--- src/rtl/pipeline_if.sv ---
// Shared types for the pipeline controller: FSM state and per-latch controls.
package pipeline_if;

  localparam int unsigned CNT_W   = 32;
  localparam int unsigned DRAIN_W = 4;

  typedef enum logic [1:0] {
    RUN,
    DWAIT,
    DRAIN,
    HALTED
  } ctrl_state_t;

  typedef struct packed {
    logic en;
    logic flush;
  } latch_ctrl_t;

  typedef struct packed {
    latch_ctrl_t ifde;
    latch_ctrl_t deex;
    latch_ctrl_t exmem;
    latch_ctrl_t memwb;
  } pipe_ctrl_t;

  // Same enable/flush pair applied to every pipeline latch.
  function automatic pipe_ctrl_t pipe_all(input logic en, input logic flush);
    latch_ctrl_t l;
    l.en    = en;
    l.flush = flush;
    return '{ifde: l, deex: l, exmem: l, memwb: l};
  endfunction

endpackage

--- src/rtl/perf_counter.sv ---
// 32-bit free-running event counter with synchronous clear and freeze.
module perf_counter
  import pipeline_if::*;
(
  input  logic             i_clk,
  input  logic             i_rst,
  input  logic             i_inc,
  input  logic             i_freeze,
  output logic [CNT_W-1:0] o_cnt
);

  logic [CNT_W-1:0] r_cnt;

  // Count qualified events; natural modulo-2^32 wrap.
  always_ff @(posedge i_clk) begin
    if (i_rst) begin
      r_cnt <= '0;
    end else if (i_inc && !i_freeze) begin
      r_cnt <= r_cnt + 1'b1;
    end
  end

  assign o_cnt = r_cnt;

endmodule

--- src/rtl/pipeline_ctrl.sv ---
// Hazard / stall / halt controller for a 5-stage pipeline.
module pipeline_ctrl
  import pipeline_if::*;
#(
  parameter int unsigned DRAIN_CYCLES = 1
)
(
  input  logic        CLK,
  input  logic        RST,
  input  logic        ihit,
  input  logic        dhit,
  input  logic        mem_ren,
  input  logic        mem_wen,
  input  logic        mem_halt,
  input  logic        ex_memren,
  input  logic [4:0]  ex_regdest,
  input  logic [4:0]  de_rs,
  input  logic [4:0]  de_rt,
  input  logic        ex_br_taken,
  input  logic        de_jump,
  output logic        pc_en,
  output logic        ifde_en,
  output logic        deex_en,
  output logic        exmem_en,
  output logic        memwb_en,
  output logic        ifde_flush,
  output logic        deex_flush,
  output logic        exmem_flush,
  output logic        memwb_flush,
  output logic        halt,
  output logic [31:0] stall_cnt,
  output logic [31:0] flush_cnt
);

  ctrl_state_t        r_state;
  ctrl_state_t        w_next;
  logic [DRAIN_W-1:0] r_drain;
  logic               r_halt;
  pipe_ctrl_t         w_ctl;
  logic               w_pc_en;
  logic               w_dstall;
  logic               w_loaduse;
  logic               w_drain_load;
  logic               w_stall_inc;
  logic               w_flush_inc;
  logic               w_freeze;

  // Next state and latch controls, evaluated in rule-priority order.
  always_comb begin
    w_next       = r_state;
    w_pc_en      = 1'b1;
    w_ctl        = pipe_all(1'b1, 1'b0);
    w_dstall     = 1'b0;
    w_drain_load = 1'b0;
    w_stall_inc  = 1'b0;
    w_flush_inc  = 1'b0;
    w_loaduse    = ex_memren && (ex_regdest != '0) &&
                   ((ex_regdest == de_rs) || (ex_regdest == de_rt));
    if (RST) begin
      w_next  = RUN;
      w_pc_en = 1'b0;
      w_ctl   = pipe_all(1'b0, 1'b1);
    end else begin
      case (r_state)
        HALTED: begin
          w_pc_en = 1'b0;
          w_ctl   = pipe_all(1'b0, 1'b0);
        end
        DRAIN: begin
          w_pc_en          = 1'b0;
          w_ctl            = pipe_all(1'b0, 1'b1);
          w_ctl.memwb      = '{en: 1'b1, flush: 1'b0};
          if (r_drain <= DRAIN_W'(1)) w_next = HALTED;
        end
        default: begin
          // RUN and DWAIT share the hazard rules; DWAIT only waits on dhit.
          w_dstall = (r_state == DWAIT) ? !dhit : ((mem_ren || mem_wen) && !dhit);
          if (w_dstall) begin
            w_next            = DWAIT;
            w_pc_en           = 1'b0;
            w_ctl.ifde.en     = 1'b0;
            w_ctl.deex.en     = 1'b0;
            w_ctl.exmem.en    = 1'b0;
            w_ctl.memwb.flush = 1'b1;
          end else begin
            w_next = RUN;
            if (mem_halt) begin
              w_next       = DRAIN;
              w_drain_load = 1'b1;
              w_pc_en      = 1'b0;
              w_ctl        = pipe_all(1'b0, 1'b1);
              w_ctl.memwb  = '{en: 1'b1, flush: 1'b0};
            end else if (ex_br_taken) begin
              w_ctl.ifde.flush = 1'b1;
              w_ctl.deex.flush = 1'b1;
              w_flush_inc      = 1'b1;
            end else if (w_loaduse) begin
              w_pc_en          = 1'b0;
              w_ctl.ifde.en    = 1'b0;
              w_ctl.deex.flush = 1'b1;
            end else if (de_jump) begin
              w_ctl.ifde.flush = 1'b1;
              w_flush_inc      = 1'b1;
            end else if (!ihit) begin
              w_pc_en          = 1'b0;
              w_ctl.ifde.flush = 1'b1;
            end
          end
          w_stall_inc = !w_pc_en;
        end
      endcase
    end
  end

  // State, drain countdown and sticky halt flag.
  always_ff @(posedge CLK) begin
    if (RST) begin
      r_state <= RUN;
      r_halt  <= 1'b0;
      r_drain <= '0;
    end else begin
      r_state <= w_next;
      if (w_next == HALTED) r_halt <= 1'b1;
      if (w_drain_load) begin
        r_drain <= DRAIN_W'(DRAIN_CYCLES);
      end else if ((r_state == DRAIN) && (r_drain != '0)) begin
        r_drain <= r_drain - 1'b1;
      end
    end
  end

  assign w_freeze = (r_state == DRAIN) || (r_state == HALTED);

  perf_counter u_stall_cnt (
    .i_clk    (CLK),
    .i_rst    (RST),
    .i_inc    (w_stall_inc),
    .i_freeze (w_freeze),
    .o_cnt    (stall_cnt)
  );

  perf_counter u_flush_cnt (
    .i_clk    (CLK),
    .i_rst    (RST),
    .i_inc    (w_flush_inc),
    .i_freeze (w_freeze),
    .o_cnt    (flush_cnt)
  );

  assign pc_en       = w_pc_en;
  assign ifde_en     = w_ctl.ifde.en;
  assign deex_en     = w_ctl.deex.en;
  assign exmem_en    = w_ctl.exmem.en;
  assign memwb_en    = w_ctl.memwb.en;
  assign ifde_flush  = w_ctl.ifde.flush;
  assign deex_flush  = w_ctl.deex.flush;
  assign exmem_flush = w_ctl.exmem.flush;
  assign memwb_flush = w_ctl.memwb.flush;
  assign halt        = r_halt;

endmodule
--- config.mk ---
export PLATFORM = sky130hd
export DESIGN_NAME = pipeline_ctrl
export DESIGN_NICKNAME = d
export VERILOG_FILES = /design/src/rtl/pipeline_if.sv /design/src/rtl/perf_counter.sv /design/src/rtl/pipeline_ctrl.sv
export SDC_FILE = /design/constraint.sdc
export NUM_CORES = 1
export LEC_CHECK = 0
export ABC_AREA = 1
export CORE_MARGIN = 1
export CORE_UTILIZATION = 53
export DETAILED_ROUTE_END_ITERATION = 16
export GPL_TIMING_DRIVEN = 1
export HOLD_SLACK_MARGIN = 0.06
export PLACE_DENSITY_LB_ADDON = 0.08
export SYNTH_ARGS = -nofsm -noshare
export SYNTH_HDL_FRONTEND = slang
export SYNTH_SLANG_ARGS = --single-unit
export TNS_END_PERCENT = 1
--- constraint.sdc ---
create_clock -name CLK -period 1.8 [get_ports CLK]
set_input_delay 0.27 -clock CLK [delete_from_list [all_inputs] [get_ports CLK]]
set_output_delay 0.27 -clock CLK [all_outputs]
set_load 0.01 [all_outputs]
Word level (Yosys, flattened, before mapping). Index checks and enable logic that the tools add are counted.

Register bits: 71. Word-level logic and storage cells: 85. Input bits: 25.

Order comparisons: 1. Reduce and logical (&&, ||, !) cells: 17. Add/subtract/negate cells: 3. Equal/unequal tests: 6. Mux-type cells: 52.

Operators by type and width (count): 32-bit by 1-bit adder with 32-bit output, second input constant (2); 1-bit 2-to-1 mux (42); 8-bit one-hot mux with 2 select lines (1); 2-bit 2-to-1 mux (6); 5-bit equality test (2); 8-bit 2-to-1 mux (1); 2-bit equality test, second input constant (3); 1-bit logical AND (6); 5-bit nonzero test (1); 4-bit by 1-bit less-or-equal comparator with 1-bit output, second input constant (1); 4-bit 2-to-1 mux (1); 2-bit one-hot mux with 2 select lines (1); 4-bit nonzero test (1); 2-bit OR reduction (2); 4-bit by 1-bit subtractor with 4-bit output, second input constant (1); 1-bit logical NOT (3); 1-bit logical OR (3); 2-bit by 1-bit equality test with 1-bit output, second input constant (1); 2-bit nonzero test (1).

Logic depth before layout (Yosys ltp). Gate-level depths: netlist of the first run.

Depth in word-level cells: 13. Gate-level depth with buffers: 12. Depth with buffers taken out: 11.

Hierarchy. Synthesis of the first run repeated with hierarchy kept, for this count alone.

Cell total of the unflattened synthesis: 665. Area, all modules: 4361.7 um2.

By module, submodules not included: perf_counter (area each 1800.5 um2, cells each 268, instances 2); pipeline_ctrl (area each 760.7 um2, cells each 129, instances 1).

Worst setup path after synthesis of the first run. No wires, ideal clock.

Path type: register -> register. Start: register u_stall_cnt.r_cnt[0] (netlist: u_stall_cnt.o_cnt[0]). End: register u_stall_cnt.r_cnt[12] (netlist: u_stall_cnt.o_cnt[12]). Stages on the path, launching flop included: 9. Arrival: 1.589 ns. Clock period less this slack: 1.660 ns. Slack: 0.140 ns. Path through: dfxtp_1 ha_1 nand2_2 nor2_4 nand2_2 nor3_4 xor2_1 nand3_1 a21oi_2.

Word-level cells in the longest chain between the ends: 1.

RTL lines: start: declaration (RTL line perf_counter.sv:12) `logic [CNT_W-1:0] r_cnt;`; start signal: assignment (RTL line perf_counter.sv:19) `r_cnt <= r_cnt + 1'b1;`; 32-bit by 1-bit adder with 32-bit output (RTL line perf_counter.sv:19).

No other way between the ends. A chain may end at the register's enable or synchronous reset.

Worst setup path in the final report of the first run.
Start: input port de_rs[2]. End: output port ifde_flush.

Word-level cells in the longest chain between the ends: 9.

RTL lines: start: declaration (RTL line pipeline_ctrl.sv:17) `input logic [4:0] de_rs,`; 5-bit equality test (RTL line pipeline_ctrl.sv:58) `((ex_regdest == de_rs) || (ex_regdest == de_rt));`; 1-bit logical OR (RTL line pipeline_ctrl.sv:58); 1-bit logical AND (RTL line pipeline_ctrl.sv:57) `w_loaduse = ex_memren && (ex_regdest != '0) &&`; 1-bit 2-to-1 mux (RTL line pipeline_ctrl.sv:97) `end else if (w_loaduse) begin`; 1-bit 2-to-1 mux (RTL line pipeline_ctrl.sv:93) `end else if (ex_br_taken) begin`; 2-bit 2-to-1 mux (RTL line pipeline_ctrl.sv:87) `if (mem_halt) begin`; 1-bit 2-to-1 mux (RTL line pipeline_ctrl.sv:78) `if (w_dstall) begin`; 8-bit one-hot mux with 2 select lines (RTL line pipeline_ctrl.sv:64) `case (r_state)`; 8-bit 2-to-1 mux (RTL line pipeline_ctrl.sv:59) `if (RST) begin`; end: declaration (RTL line pipeline_ctrl.sv:26) `output logic ifde_flush,`.

No other way between the ends.

==> run_results.csv, run 1 <==
group,metric,value,unit
run_status,status,"finished, final reports clean",
synthesis,yosysWarnings,0,
final_layout,drive_gt1_frac,0.199,
final_layout,fillers,850,
routing,detail-route-antenna-nets,0,
synthesis,synth_area,5160,µm²
clocking,root_buffer,"clkbuf_8",
critical_path,critPathKind,"input pin to primary output",
floorplanning,die_y,101,µm
synthesis,synthesis.nets,825,
routing,vias,5704,
run,max_cap_violations,0,
critical_path,crit_path_frequent_cell,"nand2_1",
critical_path,cp_max_fo,2,
critical_path,cp_cell_sequence,"clkdlybuf4s50_1 -> xnor2_1 -> nand3_1 -> nand2_2 -> nand2_2 -> nand2_1 -> nand3_1 -> nand2_1 -> nand2_1 -> buf_2",
clocking,cts_made_buffers,9,
placed_design,io_buffers,98,
sta,fin_worst_skew,0.00978,ns
critical_path,critPathBufInv,2,
critical_path,endpoint_kind,"primary output",
final_layout,fin_cells,1058,
hold_path,hold_path.class,"input pin to flip-flop",
grt,grt_usage,0.319,
critical_path,rrSetupSlack,0.06,ns
floorplanning,initial_core_util,0.553,
final_layout,antenna_cells,0,
sta,rsz0062_at_grt,"yes",
sta,tns,0,ns
final_layout,syn2layout_area_growth,31.8,%
power,peakVddDrop,0.378,mV
critical_path,rr_worst_depth,12,
sta,hold_viol,0,
sta,min_period,1.75,ns
sta,holdWs,0.436,ns
floorplanning,die_x,101,µm
critical_path,worstPathRequired,1.53,ns
grt,grt_pass1_wl,25800,µm
critical_path,cp_top_family,"buffers and inverters",
routing,wl,15500,µm
critical_path,r2r-start,"r_state[1]",
final_layout,stdcell_area,6800,µm²
synthesis,syn_inst,795,
routing,via_per_inst,5.39,
critical_path,rr_endpoint,"u_flush_cnt.o_cnt[6]",
critical_path,crit_slowest_cell,"clkdlybuf4s50_1",
synthesis,ys_seq_area_frac,0.276,
final_layout,nets,954,
critical_path,max_stage_delay,0.47,ns
power,p_leak,2.61,nW
grt,antenna_found_initial,0,
final_layout,regArea,1430,µm²
clocking,cts_sinks,71,
synthesis,synthDistinctLibCells,37,
sta,final.period_utilization,0.971,
critical_path,start_kind,"input pin",
clocking,clock_latency,0.35,ns
placed_design,place.gp.congestion,0.967,
grt,grt_pass1_vias,5596,
power,pwr_density_cell,526,nW/µm²
clocking,ctsLongestPathBuffers,2,
placed_design,post-place-cells,1039,
sta,drv_slew,0,
placed_design,hpwl,11300,µm
routing,firstDrtPassIters,5,
hold_path,hold_start,"RST",
routing,drc_errors,0,
floorplanning,core,9330,µm²
clocking,h-tree-depth,3,
grt,grt_max_degree,46,
placed_design,placedInstanceArea,6460,µm²
sta,relSlewSlack,0.608,
sta,setup_viol,0,
floorplanning,num_rows,35,
floorplanning,fp.dieArea,10100,µm²
routing,dr.first_iter.drc_count,243,
floorplanning,io_pins,99,
hold_path,hold_end,"u_stall_cnt.o_cnt[3]",
sta,max_clock_freq,0.572,GHz
synthesis,avgSynthCellArea,6.49,µm²
synthesis,synth_area_leaders,"dfxtp_1, nand2_1, nor2_1",
synthesis,synth_seq_cells,71,
final_layout,multi_input_area,3380,µm²
sta,tightest_slew,0.587,ns
routing,wire_per_inst,14.7,µm
sta,setup_ws,0.0515,ns
grt,grt-ovfl-total,0,
clocking,path_clk_slew,0.08,ns
synthesis,synth_top_area_frac,0.276,
synthesis,synth_area_leader_cell,"dfxtp_1",
clocking,cts_tree,"built",
critical_path,crit_arrival,1.48,ns
placed_design,place_ws,-0.561,ns
hold_path,min_path_cells,3,
[through the flow]
stage	total power, mW	utilization
2_1_floorplan	1.94	-
3_3_place_gp	2.13	0.692
3_5_place_dp	2.14	0.692
4_1_cts	3.58	0.717
5_1_grt	3.72	0.729
6_report	3.58	0.729
[sequential cells by signal, summed over array words and instances (netlist names)]
signal and flops:
halt 1, r_drain 4, r_state 2, u_flush_cnt.o_cnt 32, u_stall_cnt.o_cnt 32
[cell usage in the layout (no fill, tap or decap), drive strengths merged, types with 3 or more instances in the layout]
cell           netlist  routed
nor2               114     114
clkbuf              11      10
buf                 18      56
ha                   5       5
dlygate4sd2          0       6
dlymetal6s2s         0       8
clkinv               1       4
xor2                23      23
xnor2               10      10
a21oi               65      65
clkdlybuf4s50        0      74
dfxtp               71      71
nand3               46      46
o21ai                3       3
nand4               35      35
nor3                 9       9
nand3b              25      25
inv                 52      54
nand2              300     300
[cell type report]
type                       count  share of cell area
multi-input combinational    642               0.497
sequential                    71               0.211
timing repair buffer         147               0.206
inverter                      53              0.0296
tap                          129              0.0237
clock buffer                   9              0.0182
clock inverter                 7              0.0142
[cell usage after synthesis (all sizes together)]
cell type,instances
a21oi,65
xor2,23
clkbuf,11
nor3b,1
nor3,9
nand3,46
buf,18
ha,5
nand2,300
nor2,114
o31ai,1
dfxtp,71
nor4,1
inv,52
nand3b,25
o21ai,3
or2,1
a31oi,2
a211oi,1
clkinv,1
nand4,35
xnor2,10
[worst max-delay path by stage]
stage	startpoint	to	slack, ns	depth (start not counted)
after floorplan	u_stall_cnt.o_cnt[0]	u_stall_cnt.o_cnt[12]	0.14	8
after detailed placement	ex_regdest[3]	deex_flush	-0.56	12
after CTS	de_rs[3]	ifde_flush	-0.13	13
final	de_rs[2]	ifde_flush	0.05	10
after global routing	u_flush_cnt.o_cnt[1]	u_flush_cnt.o_cnt[16]	-0.05	8
after global placement	ex_regdest[1]	deex_flush	-0.48	12
[layer usage]
metal  global-route usage  vias up  wire, µm
li1                     -     2826         -
met1                0.378     2622      6400
met2                0.561      203      7760
met3               0.0381       53       739
met4                0.175        0       643
met5                    0        -         0
[repair_timing]
| action | CTS | global route |
|---|---|---|
| endpoints found under the setup margin | 42 | 72 |
| resized for setup | 42 | 39 |
| hold buffers | 0 | 0 |
| setup buffers | 1 | 2 |
| pin swaps | 7 | 14 |
[cells by family after synthesis]
logic type	synth area share
and+or+nand+nor	0.479
buffers and inverters	0.0837
AOI/OAI and AO/OA	0.0936
DFF	0.276
xor gates and xnor gates	0.0560
adders and majority gates	0.0121
[where the power goes]
part / leakage, nW / switching [mW] / internal, mW
logic: 1.92 / 0.302 / 0.211
registers: 0.577 / 0.0189 / 1.59
clock network: 0.114 / 0.671 / 0.786
total: 2.61 / 0.992 / 2.59
[worst register-to-register path, stage by stage, from the launching register on]
cell,delay [ns]
dfxtp_2,0.33
inv_2,0.06
nand2_2,0.06
a31oi_4,0.22
inv_4,0.06
nand2_4,0.08
nor2_4,0.05
buf_6,0.14
buf_4,0.16
nand3_4,0.09
buf_12,0.19
nand2_1,0.09
a21oi_2,0.14
Note: power is estimated with default switching activity, not from simulation.
==> run 2, diff against run 1 <==
- SKIP_LAST_GASP: default -> 1
==> run 2 against run 1 <==
  * The run now ends with setup timing left
  * Worst setup slack lost 0.12 ns
  * Die area is the same
  * Sequential cell count is the same
  * Critical path depth is the same
  * Via count grew 0.21%
  * Cell area shrank 1.1%
  * Sequential power is essentially flat
  * Maximum frequency shrank 6.4%
  * Critical path type is now flip-flop to primary output
==> run_results.csv, run 2 (synthesis gave the netlist of run 1 again) <==
group,metric,value,unit
critical_path,critPathKind,"flip-flop to primary output",
sta,fin_worst_skew,0.00808,ns
grt,grt-ovfl-total,0,
sta,holdWs,0.439,ns
clocking,h-tree-depth,3,
final_layout,antenna_cells,0,
critical_path,r2r-start,"r_state[0]",
sta,drv_slew,0,
run_status,violations,"setup timing",
routing,wl,15300,µm
routing,drc_errors,0,
floorplanning,core,9330,µm²
final_layout,syn2layout_area_growth,30.3,%
power,peakVddDrop,0.374,mV
sta,tightest_slew,0.578,ns
final_layout,multi_input_area,3340,µm²
clocking,cts_tree,"built",
placed_design,place.gp.congestion,0.967,
critical_path,endpoint_kind,"primary output",
power,pwr_density_cell,532,nW/µm²
grt,grt_usage,0.318,
sta,final.period_utilization,1.04,
clocking,cts_sinks,71,
clocking,clock_latency,0.35,ns
critical_path,start_kind,"flip-flop",
critical_path,crit_arrival,1.60,ns
critical_path,rr_endpoint,"u_flush_cnt.o_cnt[6]",
final_layout,post-route-util,0.720,
grt,grt_pass1_vias,5584,
routing,detail-route-antenna-nets,0,
final_layout,nets,953,
floorplanning,die_y,101,µm
clocking,root_buffer,"clkbuf_8",
final_layout,drive_gt1_frac,0.179,
critical_path,worstPathRequired,1.53,ns
sta,hold_viol,0,
critical_path,worstSetupEndpoint,"pc_en",
sta,setup_viol,3,
sta,min_period,1.87,ns
critical_path,rr_worst_depth,11,
floorplanning,die_x,101,µm
sta,rsz0062_at_grt,"yes",
run,max_cap_violations,0,
routing,vias,5716,
final_layout,layout_common_cells,"nand2_1, nor2_1, clkdlybuf4s50_1, dfxtp_1, inv_1",
sta,max_clock_freq,0.535,GHz
routing,firstDrtPassIters,5,
floorplanning,io_pins,99,
critical_path,rrSetupSlack,0.02,ns
critical_path,cp_max_fo,2,
power,p_leak,2.57,nW
floorplanning,fp.dieArea,10100,µm²
final_layout,fillers,855,
sta,relSlewSlack,0.615,
final_layout,regArea,1420,µm²
placed_design,io_buffers,98,
grt,grt_max_degree,46,
clocking,path_clk_slew,0.08,ns
routing,wire_per_inst,14.5,µm
routing,via_per_inst,5.41,
grt,antenna_found_initial,0,
critical_path,crit_start,"r_state[1]",
sta,setup_ws,-0.0678,ns
clocking,cts_made_buffers,9,
routing,dr.first_iter.drc_count,279,
final_layout,final_common_cell,"nand2_1",
grt,grt_pass1_wl,25700,µm
floorplanning,initial_core_util,0.553,
clocking,ctsLongestPathBuffers,2,
final_layout,stdcell_area,6720,µm²
power,finalPower,3.57,mW
hold_path,hold_path.class,"input pin to flip-flop",
placed_design,placedInstanceArea,6460,µm²
run_status,status,"finished with violations",
placed_design,place_ws,-0.561,ns
floorplanning,num_rows,35,
placed_design,hpwl,11300,µm
-- run 2: cell count changes in the layout (fill, tap and decap cells not counted), moves of 3 or more --
cell | previous run | this run
dfxtp_1 | 63 | 70
dfxtp_2 | 8 | 1
nor2_2 | 10 | 6
buf_2 | 5 | 2
clkbuf_2 | 1 | 4
nor2_1 | 100 | 103
-- run 2: worst min path at each step --
| stage | startpoint | to | cells after the start |
|---|---|---|---|
| after floorplan | RST | r_state[0] | 1 |
| final | RST | u_stall_cnt.o_cnt[4] | 3 |
| after global routing | RST | u_stall_cnt.o_cnt[4] | 3 |
| after detailed placement | halt | halt | 2 |
| after global placement | halt | halt | 2 |
| after CTS | RST | u_stall_cnt.o_cnt[4] | 3 |
-- run 2: final cells by class --
type                       count  area share
multi-input combinational    642       0.497
sequential                    71       0.212
timing repair buffer         146       0.205
inverter                      53      0.0300
tap                          129      0.0240
clock buffer                   9      0.0184
clock inverter                 7      0.0143
-- run 2: what timing repair did --
item	in CTS	in global routing
pin swaps	7	13
hold endpoints to repair	0	0
resized for setup	23	26
hold buffers	0	0
setup buffers	1	1
endpoints found under the setup margin	42	74
-- run 2: routing by layer --
layer | vias up | routed length [µm] | track usage
met5 | - | 0 | 0
met4 | 0 | 616 | 0.175
met3 | 49 | 865 | 0.0381
met2 | 225 | 7630 | 0.560
met1 | 2621 | 6230 | 0.377
li1 | 2821 | - | -
-- run 2: metrics by stage --
step,setup TNS [ns],instances
after floorplan,0,795
after global placement,-23.49,1039
after detailed placement,-29.27,1039
after CTS,-2.13,1056
after global routing,-2.11,1057
final,-0.0852,1057
-- run 2: critical path, stage by stage (launching register included) --
cell,delay (ns)
dfxtp_2,0.34
inv_2,0.04
nand2_2,0.07
a31oi_4,0.11
inv_4,0.09
nand2_4,0.06
buf_6,0.12
nor2_4,0.14
nand2_8,0.06
nor2_4,0.11
buf_6,0.11
-- run 2: report_power, final --
group          switching, mW  internal, mW
Sequential            0.0156          1.59
Clock                  0.674         0.786
Combinational          0.301         0.209
